## src/rtl/shiftreg_pkg.sv

```systemverilog
// Shared definitions for the shift_register_hs handshake shift register:
// operation encodings and controller state enum.
package shiftreg_pkg;

   localparam logic [2:0] OP_LOAD = 3'b000;
   localparam logic [2:0] OP_SHL  = 3'b001;
   localparam logic [2:0] OP_SHR  = 3'b010;
   localparam logic [2:0] OP_SAR  = 3'b011;
   localparam logic [2:0] OP_ROL  = 3'b100;
   localparam logic [2:0] OP_ROR  = 3'b101;

   typedef enum logic [1:0] {
      IDLE = 2'b00,
      BUSY = 2'b01,
      DONE = 2'b10
   } state_e;

   // Ops 11x carry no data effect and complete immediately.
   function automatic logic is_nop(input logic [2:0] op);
      return (op[2:1] == 2'b11);
   endfunction

endpackage

```

## src/rtl/shift_unit.sv

```systemverilog
// Combinational single-bit step of a shift/rotate op on {data, carry}.
// LOAD and NOP encodings pass data and carry through unchanged.
module shift_unit
   import shiftreg_pkg::*;
#(
   parameter int Width = 32
) (
   input  logic [2:0]       op_i,
   input  logic [Width-1:0] data_i,
   input  logic             carry_i,
   output logic [Width-1:0] data_o,
   output logic             carry_o
);

   // One-bit step selected by the operation code.
   always_comb begin
      data_o  = data_i;
      carry_o = carry_i;
      case (op_i)
         OP_SHL: {carry_o, data_o} = {data_i, 1'b0};
         OP_SHR: {data_o, carry_o} = {1'b0, data_i};
         OP_SAR: {data_o, carry_o} = {data_i[Width-1], data_i};
         OP_ROL: begin
            data_o  = {data_i[Width-2:0], data_i[Width-1]};
            carry_o = data_i[Width-1];
         end
         OP_ROR: begin
            data_o  = {data_i[0], data_i[Width-1:1]};
            carry_o = data_i[0];
         end
         default: begin
            data_o  = data_i;
            carry_o = carry_i;
         end
      endcase
   end

endmodule

```

## src/rtl/shift_register_hs.sv

```systemverilog
// Multi-mode shift register behind a 4-phase req/fin handshake.
// SHIFTREG_BARREL_EN selects a single-cycle barrel datapath instead of 1 bit/cycle.
module shift_register_hs
   import shiftreg_pkg::*;
#(
   parameter int Width = 32,
   parameter int AMT_W = $clog2(Width)
) (
   input  logic             clk,
   input  logic             rst,
   input  logic             req,
   input  logic [2:0]       op,
   input  logic [AMT_W-1:0] amt,
   input  logic [Width-1:0] in,
   output logic             fin,
   output logic             busy,
   output logic [Width-1:0] out,
   output logic             carry
);

   state_e           state_q, state_d;
   logic [Width-1:0] out_q, out_d;
   logic             carry_q, carry_d;
   logic             fin_q, fin_d;
   logic             busy_q, busy_d;
   logic             armed_q, armed_d;
   logic [2:0]       op_q, op_d;
   logic [AMT_W-1:0] cnt_q, cnt_d;
   logic [Width-1:0] res_data_s;
   logic             res_carry_s;

`ifdef SHIFTREG_BARREL_EN
   logic [2*Width-1:0] bar_ext_s;
   int                 bar_rot_s;

   // Full multi-bit result from the latched amount; an oversize amount drains to fill.
   always_comb begin
      bar_ext_s   = '0;
      bar_rot_s   = int'(cnt_q) % Width;
      res_data_s  = out_q;
      res_carry_s = carry_q;
      if (cnt_q != '0) begin
         case (op_q)
            OP_SHL: begin
               bar_ext_s   = {{Width{1'b0}}, out_q} << cnt_q;
               res_data_s  = bar_ext_s[Width-1:0];
               res_carry_s = bar_ext_s[Width];
            end
            OP_SHR: begin
               bar_ext_s   = {out_q, {Width{1'b0}}} >> cnt_q;
               res_data_s  = bar_ext_s[2*Width-1:Width];
               res_carry_s = bar_ext_s[Width-1];
            end
            OP_SAR: begin
               bar_ext_s   = $signed({out_q, {Width{1'b0}}}) >>> cnt_q;
               res_data_s  = bar_ext_s[2*Width-1:Width];
               res_carry_s = bar_ext_s[Width-1];
            end
            OP_ROL: begin
               bar_ext_s   = {out_q, out_q} << bar_rot_s;
               res_data_s  = bar_ext_s[2*Width-1:Width];
               res_carry_s = bar_ext_s[Width];
            end
            OP_ROR: begin
               bar_ext_s   = {out_q, out_q} >> bar_rot_s;
               res_data_s  = bar_ext_s[Width-1:0];
               res_carry_s = bar_ext_s[Width-1];
            end
            default: begin
               res_data_s  = out_q;
               res_carry_s = carry_q;
            end
         endcase
      end else begin
         res_data_s  = out_q;
         res_carry_s = carry_q;
      end
   end
`else
   shift_unit #(.Width(Width)) u_step (
      .op_i    (op_q),
      .data_i  (out_q),
      .carry_i (carry_q),
      .data_o  (res_data_s),
      .carry_o (res_carry_s)
   );
`endif

   // Handshake controller and datapath next-state.
   always_comb begin
      state_d = state_q;
      out_d   = out_q;
      carry_d = carry_q;
      fin_d   = fin_q;
      busy_d  = busy_q;
      armed_d = armed_q | ~req;
      op_d    = op_q;
      cnt_d   = cnt_q;
      case (state_q)
         IDLE: begin
            if (req && armed_q) begin
               state_d = BUSY;
               busy_d  = 1'b1;
               armed_d = 1'b0;
               op_d    = op;
               if (op == OP_LOAD) begin
                  out_d   = in;
                  carry_d = 1'b0;
                  cnt_d   = '0;
               end else if (is_nop(op)) begin
                  cnt_d = '0;
               end else begin
                  cnt_d = amt;
               end
            end else begin
               state_d = IDLE;
            end
         end
         BUSY: begin
`ifdef SHIFTREG_BARREL_EN
            out_d   = res_data_s;
            carry_d = res_carry_s;
            state_d = DONE;
            fin_d   = 1'b1;
`else
            if (cnt_q != '0) begin
               out_d   = res_data_s;
               carry_d = res_carry_s;
               cnt_d   = cnt_q - {{(AMT_W-1){1'b0}}, 1'b1};
            end else begin
               state_d = DONE;
               fin_d   = 1'b1;
            end
`endif
         end
         DONE: begin
            if (!req) begin
               fin_d   = 1'b0;
               busy_d  = 1'b0;
               state_d = IDLE;
            end else begin
               state_d = DONE;
            end
         end
         default: begin
            state_d = IDLE;
            fin_d   = 1'b0;
            busy_d  = 1'b0;
         end
      endcase
   end

   // State registers; reset wins over any operation in flight.
   always_ff @(posedge clk) begin
      if (rst) begin
         state_q <= IDLE;
         out_q   <= '0;
         carry_q <= 1'b0;
         fin_q   <= 1'b0;
         busy_q  <= 1'b0;
         armed_q <= 1'b0;
         op_q    <= OP_LOAD;
         cnt_q   <= '0;
      end else begin
         state_q <= state_d;
         out_q   <= out_d;
         carry_q <= carry_d;
         fin_q   <= fin_d;
         busy_q  <= busy_d;
         armed_q <= armed_d;
         op_q    <= op_d;
         cnt_q   <= cnt_d;
      end
   end

   assign out   = out_q;
   assign carry = carry_q;
   assign fin   = fin_q;
   assign busy  = busy_q;

endmodule

```

## config.mk

```make
export PLATFORM = sky130hd
export DESIGN_NAME = shift_register_hs
export DESIGN_NICKNAME = d
export VERILOG_FILES = /design/src/rtl/shiftreg_pkg.sv /design/src/rtl/shift_unit.sv /design/src/rtl/shift_register_hs.sv
export SDC_FILE = /design/constraint.sdc
export NUM_CORES = 1
export LEC_CHECK = 0
export ABC_AREA = 1
export BUFFER_PORTS_ARGS = -buffer_cell sky130_fd_sc_hd__buf_2
export CORE_ASPECT_RATIO = 0.5
export CORE_UTILIZATION = 40
export DETAILED_ROUTE_END_ITERATION = 6
export PLACE_DENSITY = 0.66
export SYNTH_ARGS = -nofsm -noshare
export SYNTH_HDL_FRONTEND = slang
export SYNTH_SLANG_ARGS = --single-unit
```

## constraint.sdc

```tcl
create_clock -name clk -period 1.4 [get_ports clk]
set_input_delay 0.21 -clock clk [delete_from_list [all_inputs] [get_ports clk]]
set_output_delay 0.21 -clock clk [all_outputs]
set_load 0.02 [all_outputs]
```

==> impl_results.rst <==
.. list-table::
   :header-rows: 1

   * - Metric
     - Value
   * - Result of the run
     - finished with violations
   * - Failing checks
     - setup timing
   * - Synth Net Count
     - 554
   * - Mapped Area
     - 2930 um2
   * - Length of the first detailed-routing pass in iterations
     - 5
   * - Worst Hold End
     - cnt_q[2]
   * - Routed length per instance
     - 13.0 um
   * - CTS Root Cell
     - sky130_fd_sc_hd__clkbuf_16
   * - Hold crit path type
     - in2reg
   * - Nature of the critical path endpoint
     - flip-flop
   * - Register-to-register setup slack
     - -0.04 ns
   * - Reg power frac
     - 36.7%
   * - Min cycle time layout
     - 1.44 ns
   * - Fraction of layout cells with a size suffix above 1
     - 30.6%
   * - Headroom to the max-slew limit
     - 77.0%
   * - Final setup violation count
     - 2
   * - Yosys top cell area share
     - 31.4%
   * - Global-route wire length before repair
     - 14000 um
   * - Internal Dissipation
     - 2.82 mW
   * - Most repeated cell in the gate-level netlist after synthesis
     - sky130_fd_sc_hd__nand2_1
   * - Crit path setup slack, layout
     - -0.0401 ns
   * - Clock-pin slew on the worst setup and hold paths
     - 0.07 ns
   * - Final Hold Viols
     - 0
   * - Post-Route WL
     - 9180 um
   * - Max Root-Sink Buffers
     - 2
   * - Synthesized area divided by synthesized cell count
     - 5.74 um2
   * - Initial antenna violation count
     - 0
   * - Width of the die
     - 123 um
   * - Remaining antenna violation count
     - 0
   * - Worst path bufs/invs
     - 3
   * - Number of flops mapped to enable cells by yosys
     - 0
   * - Gate count of the mapped netlist
     - 510
   * - Overall Global Routing Usage
     - 22.4%
   * - Family with the most delay on the worst path
     - simple AND/OR/NAND/NOR gates
   * - Worst-margin pin slew
     - 0.343 ns
   * - Synth area leader
     - sky130_fd_sc_hd__dfxtp_1
   * - Die area
     - 7690 um2
   * - Post-synthesis to final-layout area growth
     - 43.2%
   * - Net count reported at finish
     - 655
   * - Critical path class
     - reg2reg
   * - Worst skew pair latency
     - 0.29 ns
   * - Number of antenna diodes
     - 0
   * - RSZ-0062 raised after global routing
     - yes
   * - Max cap viols
     - 0
   * - Largest stage delay on the critical path
     - 0.35 ns
   * - Register area share after synthesis
     - 31.4%
   * - Launching element type of the critical path
     - flip-flop
   * - Total clock buffers created by CTS
     - 5
   * - Initial cell density of the core
     - 42.5%
   * - Leakage dissipation
     - 2.08 nW
   * - Part of the total power dissipated in the clock network
     - 41.1%
   * - Number of H-tree levels
     - 2
   * - Portion of total power attributed to combinational logic
     - 22.2%
   * - TritonCTS clock tree
     - built
   * - Total vias in the final route
     - 3547
   * - Detail Placement HPWL
     - 5710 um
   * - Most frequent cells after synthesis
     - 156 x sky130_fd_sc_hd__nand2_1, 83 x sky130_fd_sc_hd__nor2_1, 74 x sky130_fd_sc_hd__nand3_1
   * - Destination of the worst register-to-register timing path
     - out[9]
   * - Input/output buffers
     - 77
   * - Yosys synthesis warning count
     - 0
   * - Placeable core area
     - 6880 um2
   * - Cell types with the largest area share after synthesis
     - sky130_fd_sc_hd__dfxtp_1 31%, sky130_fd_sc_hd__nand2_1 20%, sky130_fd_sc_hd__nand3_1 13%, sky130_fd_sc_hd__nor2_1 11%, sky130_fd_sc_hd__a21oi_1 7.0%
   * - Post-route cell area
     - 4200 um2
   * - Crit path arrival time
     - 1.66 ns
   * - Synthesized flop and latch total
     - 46
   * - Number of cell rows
     - 21
   * - Number of global-route vias before repair
     - 3170
   * - Worst reg2reg path startpoint
     - op_q[1]
   * - Fraction of synthesis flops using an asynchronous set or reset pin
     - 0%
   * - Max-slew violation count
     - 0
   * - Power density over the cells
     - 936 nW/um2
   * - Post-synth cell types
     - 20
   * - Cells on worst reg2reg path
     - 10
   * - Clock sink count
     - 46
   * - Max Freq
     - 0.694 GHz
   * - Hold buffer count at cts
     - 0
   * - Die Span Y
     - 62.5 um
   * - Source of the worst hold timing path
     - rst
   * - Worst vdd ir
     - 0.450 mV
   * - Fin crit share
     - 103%
   * - Violation count after the first detailed-route iteration
     - 259
   * - Cells along the critical path
     - nand2_2 -> inv_2 -> nor2_4 -> nor2_4 -> inv_4 -> nand2_8 -> buf_12 -> nand2_1 -> nand2_1 -> nor2_1
   * - Post-layout power
     - 3.93 mW
   * - Grt total ovfl
     - 0
   * - Critical-path maximum fanout
     - 8
   * - Psw
     - 1.11 mW
   * - Pin count of the biggest net entering global routing
     - 42
   * - Ports placed on the boundary
     - 78
   * - Final estimated routing congestion in global placement
     - 0.832
   * - Worst path slowest cell
     - sky130_fd_sc_hd__dfxtp_2
   * - Post-DP Area
     - 3590 um2
   * - DRC viols
     - 0
   * - Data required time at the worst endpoint
     - 1.62 ns
   * - Switching Share
     - 28.2%
   * - Setup skew after layout
     - 0.00574 ns
   * - Vias per Instance
     - 5.04
   * - Predominant post-synthesis flop cell
     - sky130_fd_sc_hd__dfxtp_1
   * - Hold-critical path depth
     - 2
==> cell type report <==
type	count	area [um2]
Multi-Input combinational cell	382	1790
Fill cell	668	2690
Clock buffer	6	139
Inverter	52	205
Clock inverter	2	60.1
Sequential cell	46	928
Tap cell	92	115
Timing Repair Buffer	124	957
==> registers in the layout, summed over array words and instances, names as in the netlist <==
signal   flops
armed_q      1
busy         1
carry        1
cnt_q        5
fin          1
op_q         3
out         32
state_q      2
==> cell usage in the layout (no fill, tap or decap), drive strengths merged, types with 2 or more instances in the layout <==
master	n
a21oi	41
buf	120
bufinv	2
clkbuf	10
dfxtp	46
inv	52
nand2	160
nand3	74
nor2	87
o21ai	16
or2	2
==> cells by family after synthesis <==
logic type / count (synthesis) / share of synthesized area (%)
buffers and inverters: 82 / 12.3
flip-flops: 46 / 31.4
AO/OA/AOI/OAI: 57 / 9.74
adder cells (fa/ha/maj): 1 / 0.427
AND/OR/NAND/NOR: 324 / 46.1
==> power by group through the flow <==
stage	logic, mW	registers (mW)	clock network [mW]
2_1_floorplan	0.402	1.51	0
3_3_place_gp	0.724	1.46	0
3_5_place_dp	0.728	1.46	0
4_1_cts	0.780	1.44	1.62
5_1_grt	0.955	1.45	1.68
6_report	0.870	1.44	1.61
==> metrics by stage <==
stage / utilization, % / setup WS [ns] / TNS (ns) / std cells / hold slack (ns)
after floorplan: - / 0.00507 / 0 / 510 / 0.279
after global placement: 52.1 / -0.0275 / -0.117 / 684 / 0.447
after detailed placement: 52.1 / -0.0653 / -1.13 / 684 / 0.450
after CTS: 57.2 / -0.0128 / -0.0194 / 698 / 0.156
after global routing: 60.9 / -0.126 / -2.69 / 704 / 0.170
final: 60.9 / -0.0401 / -0.0465 / 704 / 0.157
==> worst max-delay path by stage <==
stage                     from  endpoint  slack (ns)  depth (start not counted)
floorplan             cnt_q[0]   out[10]       0.005                          9
global placement      cnt_q[0]     carry       -0.03                          9
detailed placement    cnt_q[0]     carry       -0.07                          9
CTS                    op_q[1]    out[9]       -0.01                          8
global route        state_q[0]    out[9]       -0.13                         10
finish                 op_q[1]    out[9]       -0.04                         10
==> metal layers <==
layer / part of all wire, % / wire length (um) / global-route usage, %
met5: 0 / 0 / 0
met4: 0.85 / 78 / 3.77
met3: 6.1 / 557 / 5.93
met2: 47 / 4310 / 37.9
met1: 46 / 4230 / 28.7
==> timing repair <==
action / CTS / global route
setup buffers: 4 / 3
cloned: 2 / 4
endpoints found under the setup margin: 38 / 38
gates resized for setup: 16 / 50
pin swaps: 19 / 22
No activity file was read; power rests on OpenSTA's default activity.
